**src/rtl/flappy_pkg.sv**
```systemverilog
// Shared encodings and coordinate sizing for the pipe scheduler.
package flappy_pkg;

   localparam int XW           = 10;
   localparam int SCREEN_W_DEF = 640;
   localparam int BIRD_X_DEF   = 160;

   typedef enum logic [1:0] {
      ST_IDLE   = 2'd0,
      ST_RUN    = 2'd1,
      ST_FREEZE = 2'd2
   } state_e;

endpackage

```
**src/rtl/pipe_scheduler_if.sv**
```systemverilog
// Game-side bus of the pipe scheduler: control pulses, random input, slot outputs.
interface pipe_scheduler_if
   import flappy_pkg::*;
#(
   parameter int N_SLOTS = 4
);
   logic                    tick;
   logic                    start;
   logic                    halt;
   logic                    clear;
   logic [XW-1:0]           rand_num;
   logic [N_SLOTS*XW-1:0]   pipe_x;
   logic [N_SLOTS*XW-1:0]   pipe_gap;
   logic [N_SLOTS-1:0]      pipe_valid;
   logic                    score_pulse;
   logic                    spawn_drop;
   logic [1:0]              state;

   modport master (
      output tick, start, halt, clear, rand_num,
      input  pipe_x, pipe_gap, pipe_valid, score_pulse, spawn_drop, state
   );

   modport slave (
      input  tick, start, halt, clear, rand_num,
      output pipe_x, pipe_gap, pipe_valid, score_pulse, spawn_drop, state
   );
endinterface

```
**src/rtl/pipe_scheduler_slot.sv**
```systemverilog
// One pipe obstacle: x position, gap-top y and occupancy, scrolled on tick_en.
module pipe_slot
   import flappy_pkg::*;
#(
   parameter int SCREEN_W = SCREEN_W_DEF,
   parameter int BIRD_X   = BIRD_X_DEF,
   parameter int SCROLL   = 2
) (
   input  logic          clk,
   input  logic          rst_n,
   input  logic          tick_en,
   input  logic          load,
   input  logic [XW-1:0] load_gap,
   input  logic          clr,
   output logic [XW-1:0] x,
   output logic [XW-1:0] gap,
   output logic          valid,
   output logic          retiring,
   output logic          crossed
);

   logic [XW-1:0] x_q, x_d, gap_q, gap_d, x_mv;
   logic          valid_q, valid_d;

   assign x_mv     = x_q - XW'(SCROLL);
   assign retiring = valid_q && (x_q < XW'(SCROLL));
   // a retiring pipe keeps its x, so it can never count as a crossing
   assign crossed  = valid_q && !retiring && (x_q >= XW'(BIRD_X)) && (x_mv < XW'(BIRD_X));

   always_comb begin
      x_d     = x_q;
      gap_d   = gap_q;
      valid_d = valid_q;
      if (clr) begin
         x_d     = '0;
         gap_d   = '0;
         valid_d = 1'b0;
      end else if (load) begin
         x_d     = XW'(SCREEN_W);
         gap_d   = load_gap;
         valid_d = 1'b1;
      end else if (tick_en && valid_q) begin
         if (retiring) valid_d = 1'b0;
         else          x_d     = x_mv;
      end
   end

   always_ff @(posedge clk or negedge rst_n) begin
      if (!rst_n) begin
         x_q     <= '0;
         gap_q   <= '0;
         valid_q <= 1'b0;
      end else begin
         x_q     <= x_d;
         gap_q   <= gap_d;
         valid_q <= valid_d;
      end
   end

   assign x     = x_q;
   assign gap   = gap_q;
   assign valid = valid_q;

endmodule

```
**src/rtl/pipe_scheduler.sv**
```systemverilog
// Pipe pool sequencer: spawns, scrolls and retires obstacles once per frame tick.
// Optional build macro PIPE_SCHED_DIFFICULTY_EN shortens the spawn interval every 8 scores.
//
// state     | meaning
// ST_IDLE   | slots empty, waiting for start; tick ignored
// ST_RUN    | each tick scrolls slots, runs the spawn counter
// ST_FREEZE | game over, everything holds until clear
module pipe_scheduler
   import flappy_pkg::*;
#(
   parameter int N_SLOTS   = 4,
   parameter int SCREEN_W  = SCREEN_W_DEF,
   parameter int BIRD_X    = BIRD_X_DEF,
   parameter int SCROLL    = 2,
   parameter int SPAWN_INT = 90,
   parameter int GAP_MIN   = 40
) (
   input  logic            clk,
   input  logic            rst_n,
   pipe_scheduler_if.slave bus
);

   state_e                 state_q, state_d;
   logic [7:0]             cnt_q, cnt_d, intv;
   logic                   drop_q, drop_d, score_q, score_d;
   logic                   upd, spawn_now, found;
   logic [N_SLOTS-1:0]     valid_w, retiring_w, crossed_w, free_w, load_w;
   logic [N_SLOTS*XW-1:0]  x_pk, gap_pk;
   logic [XW-1:0]          new_gap;

   assign upd       = (state_q == ST_RUN) && bus.tick && !bus.clear;
   assign spawn_now = upd && (cnt_q == 8'd0);
   assign free_w    = ~valid_w | retiring_w;
   assign new_gap   = bus.rand_num + XW'(GAP_MIN);

   for (genvar i = 0; i < N_SLOTS; i++) begin : g_slot
      pipe_slot #(
         .SCREEN_W (SCREEN_W),
         .BIRD_X   (BIRD_X),
         .SCROLL   (SCROLL)
      ) u_slot (
         .clk      (clk),
         .rst_n    (rst_n),
         .tick_en  (upd),
         .load     (load_w[i]),
         .load_gap (new_gap),
         .clr      (bus.clear),
         .x        (x_pk[i*XW +: XW]),
         .gap      (gap_pk[i*XW +: XW]),
         .valid    (valid_w[i]),
         .retiring (retiring_w[i]),
         .crossed  (crossed_w[i])
      );
   end

   always_comb begin
      load_w = '0;
      found  = 1'b0;
      for (int i = 0; i < N_SLOTS; i++) begin
         if (spawn_now && free_w[i] && !found) begin
            load_w[i] = 1'b1;
            found     = 1'b1;
         end
      end
   end

   assign score_d = upd && (|crossed_w);
   assign drop_d  = bus.clear ? 1'b0 : (drop_q | (spawn_now && !(|free_w)));

`ifdef PIPE_SCHED_DIFFICULTY_EN
   localparam int INT_FLOOR = SPAWN_INT / 2;
   logic [7:0] intv_q, intv_d;
   logic [2:0] pass_q, pass_d;

   always_comb begin
      intv_d = intv_q;
      pass_d = pass_q;
      if (bus.clear) begin
         intv_d = 8'(SPAWN_INT);
         pass_d = '0;
      end else if (score_d) begin
         pass_d = pass_q + 3'd1;
         if (pass_q == 3'd7)
            intv_d = (intv_q < 8'(INT_FLOOR + 4)) ? 8'(INT_FLOOR) : intv_q - 8'd4;
      end
   end

   always_ff @(posedge clk or negedge rst_n) begin
      if (!rst_n) begin
         intv_q <= 8'(SPAWN_INT);
         pass_q <= '0;
      end else begin
         intv_q <= intv_d;
         pass_q <= pass_d;
      end
   end

   assign intv = intv_q;
`else
   assign intv = 8'(SPAWN_INT);
`endif

   always_comb begin
      state_d = state_q;
      cnt_d   = cnt_q;
      if (bus.clear) begin
         state_d = ST_IDLE;
         cnt_d   = '0;
      end else begin
         case (state_q)
            ST_IDLE: begin
               if (bus.start) begin
                  state_d = ST_RUN;
                  cnt_d   = intv - 8'd1;
               end
            end
            ST_RUN: begin
               if (bus.tick) cnt_d = (cnt_q == 8'd0) ? intv - 8'd1 : cnt_q - 8'd1;
               if (bus.halt) state_d = ST_FREEZE;
            end
            ST_FREEZE: state_d = ST_FREEZE;
            default:   state_d = ST_IDLE;
         endcase
      end
   end

   always_ff @(posedge clk or negedge rst_n) begin
      if (!rst_n) begin
         state_q <= ST_IDLE;
         cnt_q   <= '0;
         drop_q  <= 1'b0;
         score_q <= 1'b0;
      end else begin
         state_q <= state_d;
         cnt_q   <= cnt_d;
         drop_q  <= drop_d;
         score_q <= score_d;
      end
   end

   assign bus.pipe_x      = x_pk;
   assign bus.pipe_gap    = gap_pk;
   assign bus.pipe_valid  = valid_w;
   assign bus.score_pulse = score_q;
   assign bus.spawn_drop  = drop_q;
   assign bus.state       = state_q;

endmodule
```
**src/flat_wrapper.sv**
```systemverilog
// flat-port wrapper written by rule: the top's interface ports become plain ports
module pipe_scheduler_flat import flappy_pkg::*;
#(
   parameter int N_SLOTS   = 4,
   parameter int SCREEN_W  = SCREEN_W_DEF,
   parameter int BIRD_X    = BIRD_X_DEF,
   parameter int SCROLL    = 2,
   parameter int SPAWN_INT = 90,
   parameter int GAP_MIN   = 40
)
  (clk, rst_n, bus_tick, bus_start, bus_halt, bus_clear, bus_rand_num, bus_pipe_x, bus_pipe_gap, bus_pipe_valid, bus_score_pulse, bus_spawn_drop, bus_state);
  pipe_scheduler_if #(.N_SLOTS(N_SLOTS)) bus_i ();
  input  logic clk;
  input  logic rst_n;
  input wire logic [$bits(bus_i.tick)-1:0] bus_tick;
  input wire logic [$bits(bus_i.start)-1:0] bus_start;
  input wire logic [$bits(bus_i.halt)-1:0] bus_halt;
  input wire logic [$bits(bus_i.clear)-1:0] bus_clear;
  input wire logic [$bits(bus_i.rand_num)-1:0] bus_rand_num;
  output wire logic [$bits(bus_i.pipe_x)-1:0] bus_pipe_x;
  output wire logic [$bits(bus_i.pipe_gap)-1:0] bus_pipe_gap;
  output wire logic [$bits(bus_i.pipe_valid)-1:0] bus_pipe_valid;
  output wire logic [$bits(bus_i.score_pulse)-1:0] bus_score_pulse;
  output wire logic [$bits(bus_i.spawn_drop)-1:0] bus_spawn_drop;
  output wire logic [$bits(bus_i.state)-1:0] bus_state;
  assign bus_i.tick = bus_tick;
  assign bus_i.start = bus_start;
  assign bus_i.halt = bus_halt;
  assign bus_i.clear = bus_clear;
  assign bus_i.rand_num = bus_rand_num;
  assign bus_pipe_x = bus_i.pipe_x;
  assign bus_pipe_gap = bus_i.pipe_gap;
  assign bus_pipe_valid = bus_i.pipe_valid;
  assign bus_score_pulse = bus_i.score_pulse;
  assign bus_spawn_drop = bus_i.spawn_drop;
  assign bus_state = bus_i.state;
  pipe_scheduler #(.N_SLOTS(N_SLOTS), .SCREEN_W(SCREEN_W), .BIRD_X(BIRD_X), .SCROLL(SCROLL), .SPAWN_INT(SPAWN_INT), .GAP_MIN(GAP_MIN)) u_core (.clk(clk), .rst_n(rst_n), .bus(bus_i));
endmodule
```
**config.mk**
```make
export PLATFORM = sky130hd
export DESIGN_NAME = pipe_scheduler_flat
export DESIGN_NICKNAME = d
export VERILOG_FILES = /design/src/rtl/flappy_pkg.sv /design/src/rtl/pipe_scheduler_if.sv /design/src/rtl/pipe_scheduler_slot.sv /design/src/rtl/pipe_scheduler.sv /design/src/flat_wrapper.sv
export SDC_FILE = /design/constraint.sdc
export NUM_CORES = 1
export LEC_CHECK = 0
export ABC_AREA = 1
export CORE_AREA = 2 2 101 103
export CTS_CLUSTER_DIAMETER = 80
export DETAILED_ROUTE_END_ITERATION = 10
export DIE_AREA = 0 0 103 105
export PLACE_DENSITY = 0.78
export SYNTH_ARGS = -nofsm -noshare
export SYNTH_HDL_FRONTEND = slang
export SYNTH_SLANG_ARGS = --single-unit
```
**constraint.sdc**
```tcl
create_clock -name clk -period 2 [get_ports clk]
set_clock_uncertainty 0.1 [all_clocks]
set_input_delay 0.6 -clock clk [delete_from_list [all_inputs] [get_ports clk]]
set_output_delay 0.6 -clock clk [all_outputs]
set_load 0.03 [all_outputs]
```
==> metrics.md, run 1 <==
| Metric | Value |
|---|---|
| Sequential share of power | 47.1% |
| Area fraction in compound gates after synthesis | 11.9% |
| Syn Inst Count | 623 |
| CP endpoint kind | primary output |
| Req. time, crit path | 1.30 ns |
| R2r setup slk | 0.12 ns |
| Hold Slack | 0.00498 ns |
| Synthesized area | 4820 um2 |
| PortBufs | 99 |
| Fmax | 513 MHz |
| Fin. Hold Viols | 0 |
| Yosys top cell by area | dfrtp_1 |
| RSZ-0062 raised after global routing | true |
| WS Path Type | reg2out |
| Fin. max-slew vios | 0 |
| DRT antenna net count | 0 |
| Worst flop-to-flop path endpoint | u_core.g_slot[3].u_slot.x[7] |
| Lkg Pwr | 0.00361 uW |
| Routed Wire Length | 13300 um |
| Clock power frac | 25.3% |
| First-pass GRT wire length | 21500 um |
| Final worst setup slack | 0.0525 ns |
| Reg clk slew, reported paths | 0.09 ns |
| Top_reg_cell synth | dfrtp_1 |
| Period minus WS final | 1.95 ns |
| Multiplexer area fraction after synthesis | 0% |
| Largest family of logic cells by synthesized area | simple AND/OR/NAND/NOR gates |
| Startpoint types | flip-flop |
| Cell Chain, Critical Path | dlygate4sd2_1 |
| Yosys cell types | 37 |
| Die ar. | 10800 um2 |
| Synthesized flop and latch total | 92 |
| Initial antenna violation count | 0 |
| VDD IR max | 0.628 mV |
| Per-cell routed wire length | 14.5 um |
| CP Launch Point | u_core.g_slot[0].u_slot.x[7] |
| Logic pwr share | 27.6% |
| Final setup fails | 0 |
| Die width | 103 um |
| Largest stage delay on the critical path | 0.45 ns |
| CTS tree | yes |
| Worst Reg-to-Reg Cells | 10 |
| Synthesis warning total | 0 |
| Final period utilization | 97.4% |
| Hold crit path type | in2async |
| Clock Tree Root | clkbuf_8 |
| Vias | 4883 |
| Util after Layout | 67.7% |
| Ranking of synthesized cells by area | dfrtp_1 48%, nand2_1 12%, o21ai_0 7.5% |
| Starting DRC count in detailed routing | 317 |
| Dpl ws | -0.404 ns |
| Slowest-stage cell, CP | dfrtp_1 |
| NetSw | 1560 uW |
| Clock sink count | 92 |
| P_int | 2890 uW |
| Critical Path AT | 1.25 ns |
| DP Wirelength | 10100 um |
| Vias in the first global route | 4526 |
| Ant diodes | 0 |
| Largest net degree at the start of global routing | 44 |
| Max Root-Sink Buffers | 2 |
| Post-Syn Area per Cell | 7.73 um2 |
| Layout cells sized above 1 | 15.5% |
| Post-synthesis sequential area ratio | 47.8% |
| GRT Total Usage | 25.2% |
| Drt via density | 5.33 |
| Outcome | finished, final reports clean |
| Hold_buf cts | 0 |
| Cell family with most CP delay | flip-flops |
| Adder-Cell Fraction of Synth Area | 2.60% |
| Critical Path End | bus_pipe_x[7] |
| Final net count | 804 |
| Die height | 105 um |
| Power density over cell area | 683 nW/um2 |
| Routability congestion estimate | 0.945 |
| # fillers | 816 |
| Top-area cell type share of the netlist area | 47.8% |
| Synth Area in Simple Gates | 27.6% |
| RR Startpoint | u_core.g_slot[2].u_slot.x[3] |
| H-tree level count | 3 |
| First-pass iteration count of the detailed router | 5 |
| FFs w/ async S/R, synth | 100% |
| CTS Buf Count | 9 |
| Synth Area in XOR/XNOR | 1.64% |
| Starting Density | 50.0% |
| Power Total | 4450 uW |
| Top-Level Pins | 104 |
| GRT Residual Overflow | 0 |
| Row cnt | 36 |
| Max FO, Critical Path | 6 |
| Crit. path cell count | 1 |
| Sw Share | 35.1% |
| DRC | 0 |
| Total core area | 9640 um2 |
| Number of synthesized flops with an enable pin | 0 |
| Worst path bufs/invs | 1 |
| Clock Latency Late Sink | 0.37 ns |
| Max-cap viol count | 0 |
| Layout area overhead | 35.3% |
cells in the final DEF (no fill, tap or decap), types with 2 or more instances in the layout:
cell / Yosys / routed
inv_4: 0 / 2
buf_12: 0 / 3
dfrtp_2: 0 / 2
dfrtp_1: 92 / 90
ha_1: 10 / 9
inv_2: 3 / 4
dlygate4sd2_1: 0 / 83
a21oi_1: 15 / 15
nand2_2: 2 / 13
nor2_2: 2 / 9
inv_1: 70 / 67
o21ai_1: 9 / 11
o21bai_1: 2 / 2
nand3_2: 2 / 2
nor2_1: 76 / 67
nor3_1: 5 / 5
inv_6: 1 / 2
clkbuf_8: 0 / 9
nand3_4: 1 / 2
nand4_1: 6 / 6
conb_1: 1 / 4
o21ai_0: 72 / 69
nand3_1: 57 / 56
clkdlybuf4s50_1: 0 / 13
xor2_1: 8 / 8
nor2_4: 1 / 3
o22ai_1: 3 / 3
buf_4: 9 / 58
o211ai_1: 4 / 4
clkinv_2: 0 / 3
nand2_1: 152 / 141
power by group through the flow:
stage                     sequential, uW  clock, uW  combinational [uW]
final                               2100       1130                1230
after global routing                2110       1220                1380
after CTS                           2090       1130                1190
after detailed placement            2130          0                1210
after global placement              2120          0                1180
after floorplan                     2210          0                 623
layer usage:
metal | routed length (um) | vias to the layer above | global-route usage (%)
met5 | 0 | - | 0
met4 | 297 | 0 | 7.52
met3 | 794 | 27 | 4.48
met2 | 6540 | 198 | 40.8
met1 | 5670 | 2332 | 34.4
li1 | - | 2326 | -
sequential cells by signal (all words and copies together) (netlist names):
register,flops
u_core.cnt_q,8
u_core.bus.state,2
u_core.g_slot.u_slot.x,36
u_core.g_slot.u_slot.gap,40
u_core.bus.score_pulse,1
u_core.g_slot.u_slot.valid,4
u_core.bus.spawn_drop,1
area by class of cell:
cell class / count / area, um2 / area share (%)
inverter: 74 / 288 / 4.41
tap: 133 / 166 / 2.55
multi-input combinational: 441 / 2210 / 33.9
sequential: 92 / 2300 / 35.3
timing repair buffer: 160 / 1380 / 21.2
clock inverter: 6 / 40.0 / 0.614
clock buffer: 10 / 128 / 1.96
Yosys cell counts, drive strengths merged (2+ instances only):
library cell    n
o211ai          4
a21oi          15
o22ai           3
nor2           79
buf            16
nand4           6
nand3          60
dfrtp          92
inv            74
ha             10
xor2            8
nor3            6
o21ai          81
clkbuf          3
nand2         155
o21bai          2
nor3b           2
stage by stage:
| stage | cell area (um2) | TNS, ns | instances |
|---|---|---|---|
| 2_1_floorplan | 4830 | 0 | 626 |
| 3_3_place_gp | 6350 | -22.53 | 899 |
| 3_5_place_dp | 6350 | -27.88 | 899 |
| 4_1_cts | 6420 | 0 | 915 |
| 5_1_grt | 6520 | -0.0529 | 916 |
| 6_report | 6520 | 0 | 916 |
worst min path at each step:
stage | end | slack (ns) | cells after the start
after global placement | u_core.g_slot[1].u_slot.gap[2] | 0.37 | 2
after detailed placement | u_core.g_slot[0].u_slot.gap[8] | 0.37 | 2
after global routing | u_core.g_slot[1].u_slot.x[1] | 0.01 | 1
after CTS | u_core.g_slot[1].u_slot.x[3] | 0.01 | 1
after floorplan | u_core.bus.score_pulse | 0.20 | 0
final | u_core.g_slot[1].u_slot.x[3] | 0.005 | 1
timing repair:
item | in CTS | in global routing
gates resized for setup | 86 | 40
endpoints found under the setup margin | 97 | 71
buffers inserted | 0 | 1
pin swaps | 1 | 0
kinds of logic (layout without fill, tap and decap cells):
group,Yosys count,after routing
compound gates,109,109
fa+ha+maj,10,10
buf+inv,93,250
flops,92,92
xor+xnor,9,9
simple gates,309,309
other cells,1,4
worst register-to-register path, cell delays in order, from the launching register on:
cell	delay (ns)
dfrtp_1	0.43
nor2_2	0.14
nand2_1	0.11
nor2_1	0.15
nand2_1	0.15
nand2_2	0.13
nor2_4	0.05
nand3_4	0.13
nand3_2	0.16
nor2_1	0.16
nor2_1	0.06
Note: power is estimated with default switching activity, not from simulation.
==> run 2: changes to the inputs <==
--- a/config.mk
+++ b/config.mk
@@ -10,6 +10,7 @@
 export CTS_CLUSTER_DIAMETER = 80
 export DETAILED_ROUTE_END_ITERATION = 10
 export DIE_AREA = 0 0 103 105
+export HOLD_SLACK_MARGIN = 0.08
 export PLACE_DENSITY = 0.78
 export SYNTH_ARGS = -nofsm -noshare
 export SYNTH_HDL_FRONTEND = slang
==> run 2 against run 1 <==
Compared with the run above: non-clock buffer count grew 1; clock power is essentially flat; worst setup slack gained 0.010 ns; global-route usage is the same.
==> metrics.md, run 2 (synthesis gave the netlist of run 1 again) <==
| Metric | Value |
|---|---|
| Outcome | finished, final reports clean |
| GRT Residual Overflow | 0 |
| Vias in the first global route | 4526 |
| Cell family with most CP delay | flip-flops |
| Commonest cells after routing, fill and taps aside | 141 x nand2_1, 90 x dfrtp_1, 83 x dlygate4sd2_1 |
| Util after Layout | 67.8% |
| Fin cells | 917 |
| Die height | 105 um |
| Met1 GRT Util | 34.4% |
| Total core area | 9640 um2 |
| WS Path Type | reg2out |
| Power density over cell area | 682 nW/um2 |
| PortBufs | 99 |
| Clock Latency Late Sink | 0.37 ns |
| First-pass GRT wire length | 21500 um |
| Fin. Hold Viols | 0 |
| Hold Slack | 0.395 ns |
| GRT Max-Usage Layer | met2 |
| CTS Buf Count | 9 |
| Max FO, Critical Path | 6 |
| VDD IR max | 0.627 mV |
| Layout cells sized above 1 | 15.4% |
| Critical Path AT | 1.24 ns |
| Vias | 4844 |
| Routability congestion estimate | 0.945 |
| Max Root-Sink Buffers | 2 |
| Hold crit path type | reg2reg |
| Cell Chain, Critical Path | dlygate4sd2_1 |
| CP endpoint kind | primary output |
| Lkg Pwr | 0.00362 uW |
| Worst path bufs/invs | 1 |
| Row cnt | 36 |
| Reg clk slew, reported paths | 0.10 ns |
| DRT antenna net count | 0 |
| Initial antenna violation count | 0 |
| Drt via density | 5.28 |
| Die width | 103 um |
| Met2 usage | 40.8% |
| RSZ-0062 raised after global routing | true |
| Max-cap viol count | 0 |
| Die ar. | 10800 um2 |
| Final setup fails | 0 |
| Routed Wire Length | 13300 um |
| GRT Total Usage | 25.2% |
| Period minus WS final | 1.94 ns |
| DP Wirelength | 10100 um |
| Per-cell routed wire length | 14.5 um |
| DRC | 0 |
| Final net count | 805 |
| Starting DRC count in detailed routing | 311 |
| Fin. max-slew vios | 0 |
| H-tree level count | 3 |
| Starting Density | 50.0% |
| Met3 GRT Util | 4.48% |
| CTS tree | yes |
| Top-Level Pins | 104 |
| Ant diodes | 0 |
| Req. time, crit path | 1.30 ns |
| Fmax | 516 MHz |
| Commonest non-fill, non-tap cell in the layout | nand2_1 |
| Largest net degree at the start of global routing | 44 |
| Final period utilization | 96.9% |
| Slowest-stage cell, CP | dfrtp_1 |
| Clock sink count | 92 |
| Largest stage delay on the critical path | 0.44 ns |
| First-pass iteration count of the detailed router | 5 |
| Largest register FFs | 40 |
| Startpoint types | flip-flop |
| Clock Tree Root | clkbuf_8 |
| Dpl cells | 899 |
| Layout area overhead | 35.5% |
[run 2: metrics by stage]
stage | setup WS, ns | total power (uW) | setup TNS [ns] | area, um2
after floorplan | 0.0259 | 2840 | 0 | 4830
final | 0.0629 | 4450 | 0 | 6530
after global routing | -0.0395 | 4710 | -0.0529 | 6530
after global placement | -0.335 | 3290 | -22.53 | 6350
after CTS | 0.00160 | 4410 | 0 | 6430
after detailed placement | -0.404 | 3340 | -27.88 | 6350
[run 2: report_power, final]
| part | leakage, uW | total, uW | internal [uW] | switching [uW] |
|---|---|---|---|---|
| logic | 0.00228 | 1230 | 455 | 777 |
| registers | 0.00125 | 2100 | 1990 | 111 |
| clock network | 0.0000864 | 1120 | 452 | 672 |
[run 2: repair_timing]
item / CTS / global route
endpoints found under the setup margin: 97 / 71
pin swaps: 1 / 0
hold endpoints to repair: 18 / 0
hold buffers: 1 / 0
buffers inserted: 0 / 1
gates resized for setup: 86 / 40
[run 2: routing by layer]
metal | wire, um | vias up | part of all wire, %
met5 | 0 | - | 0
met4 | 304 | 0 | 2.3
met3 | 670 | 29 | 5.0
met2 | 6570 | 189 | 49
met1 | 5750 | 2302 | 43
li1 | - | 2324 | -
[run 2: final timing paths]
check                                                from                              to  slack (ns)  cells past startpoint
max reg2reg                  u_core.g_slot[3].u_slot.x[2]    u_core.g_slot[3].u_slot.x[7]        0.12                     10
min                        u_core.g_slot[0].u_slot.gap[3]  u_core.g_slot[0].u_slot.gap[3]        0.40                      2
max                          u_core.g_slot[0].u_slot.x[7]                   bus_pipe_x[7]        0.06                      1
min reg2reg                u_core.g_slot[0].u_slot.gap[3]  u_core.g_slot[0].u_slot.gap[3]        0.40                      2
min in group asynchronous                           rst_n    u_core.g_slot[1].u_slot.x[3]        0.56                      2
max in group asynchronous                           rst_n    u_core.g_slot[0].u_slot.x[5]        0.73                      3
[run 2: tightest hold or removal path, stage by stage (launching register included)]
cell and delay (ns):
dfrtp_1 0.35, nand2_1 0.05, o21ai_0 0.06
[run 2: area by class of cell]
| class | count | area, um2 |
|---|---|---|
| clock buffers | 10 | 128 |
| inverters | 74 | 288 |
| repair buffers | 161 | 1390 |
| clock inverters | 6 | 40.0 |
| multi-input cells | 441 | 2210 |
| fillers | 815 | 3110 |
| flip-flops and latches | 92 | 2300 |
| well taps | 133 | 166 |
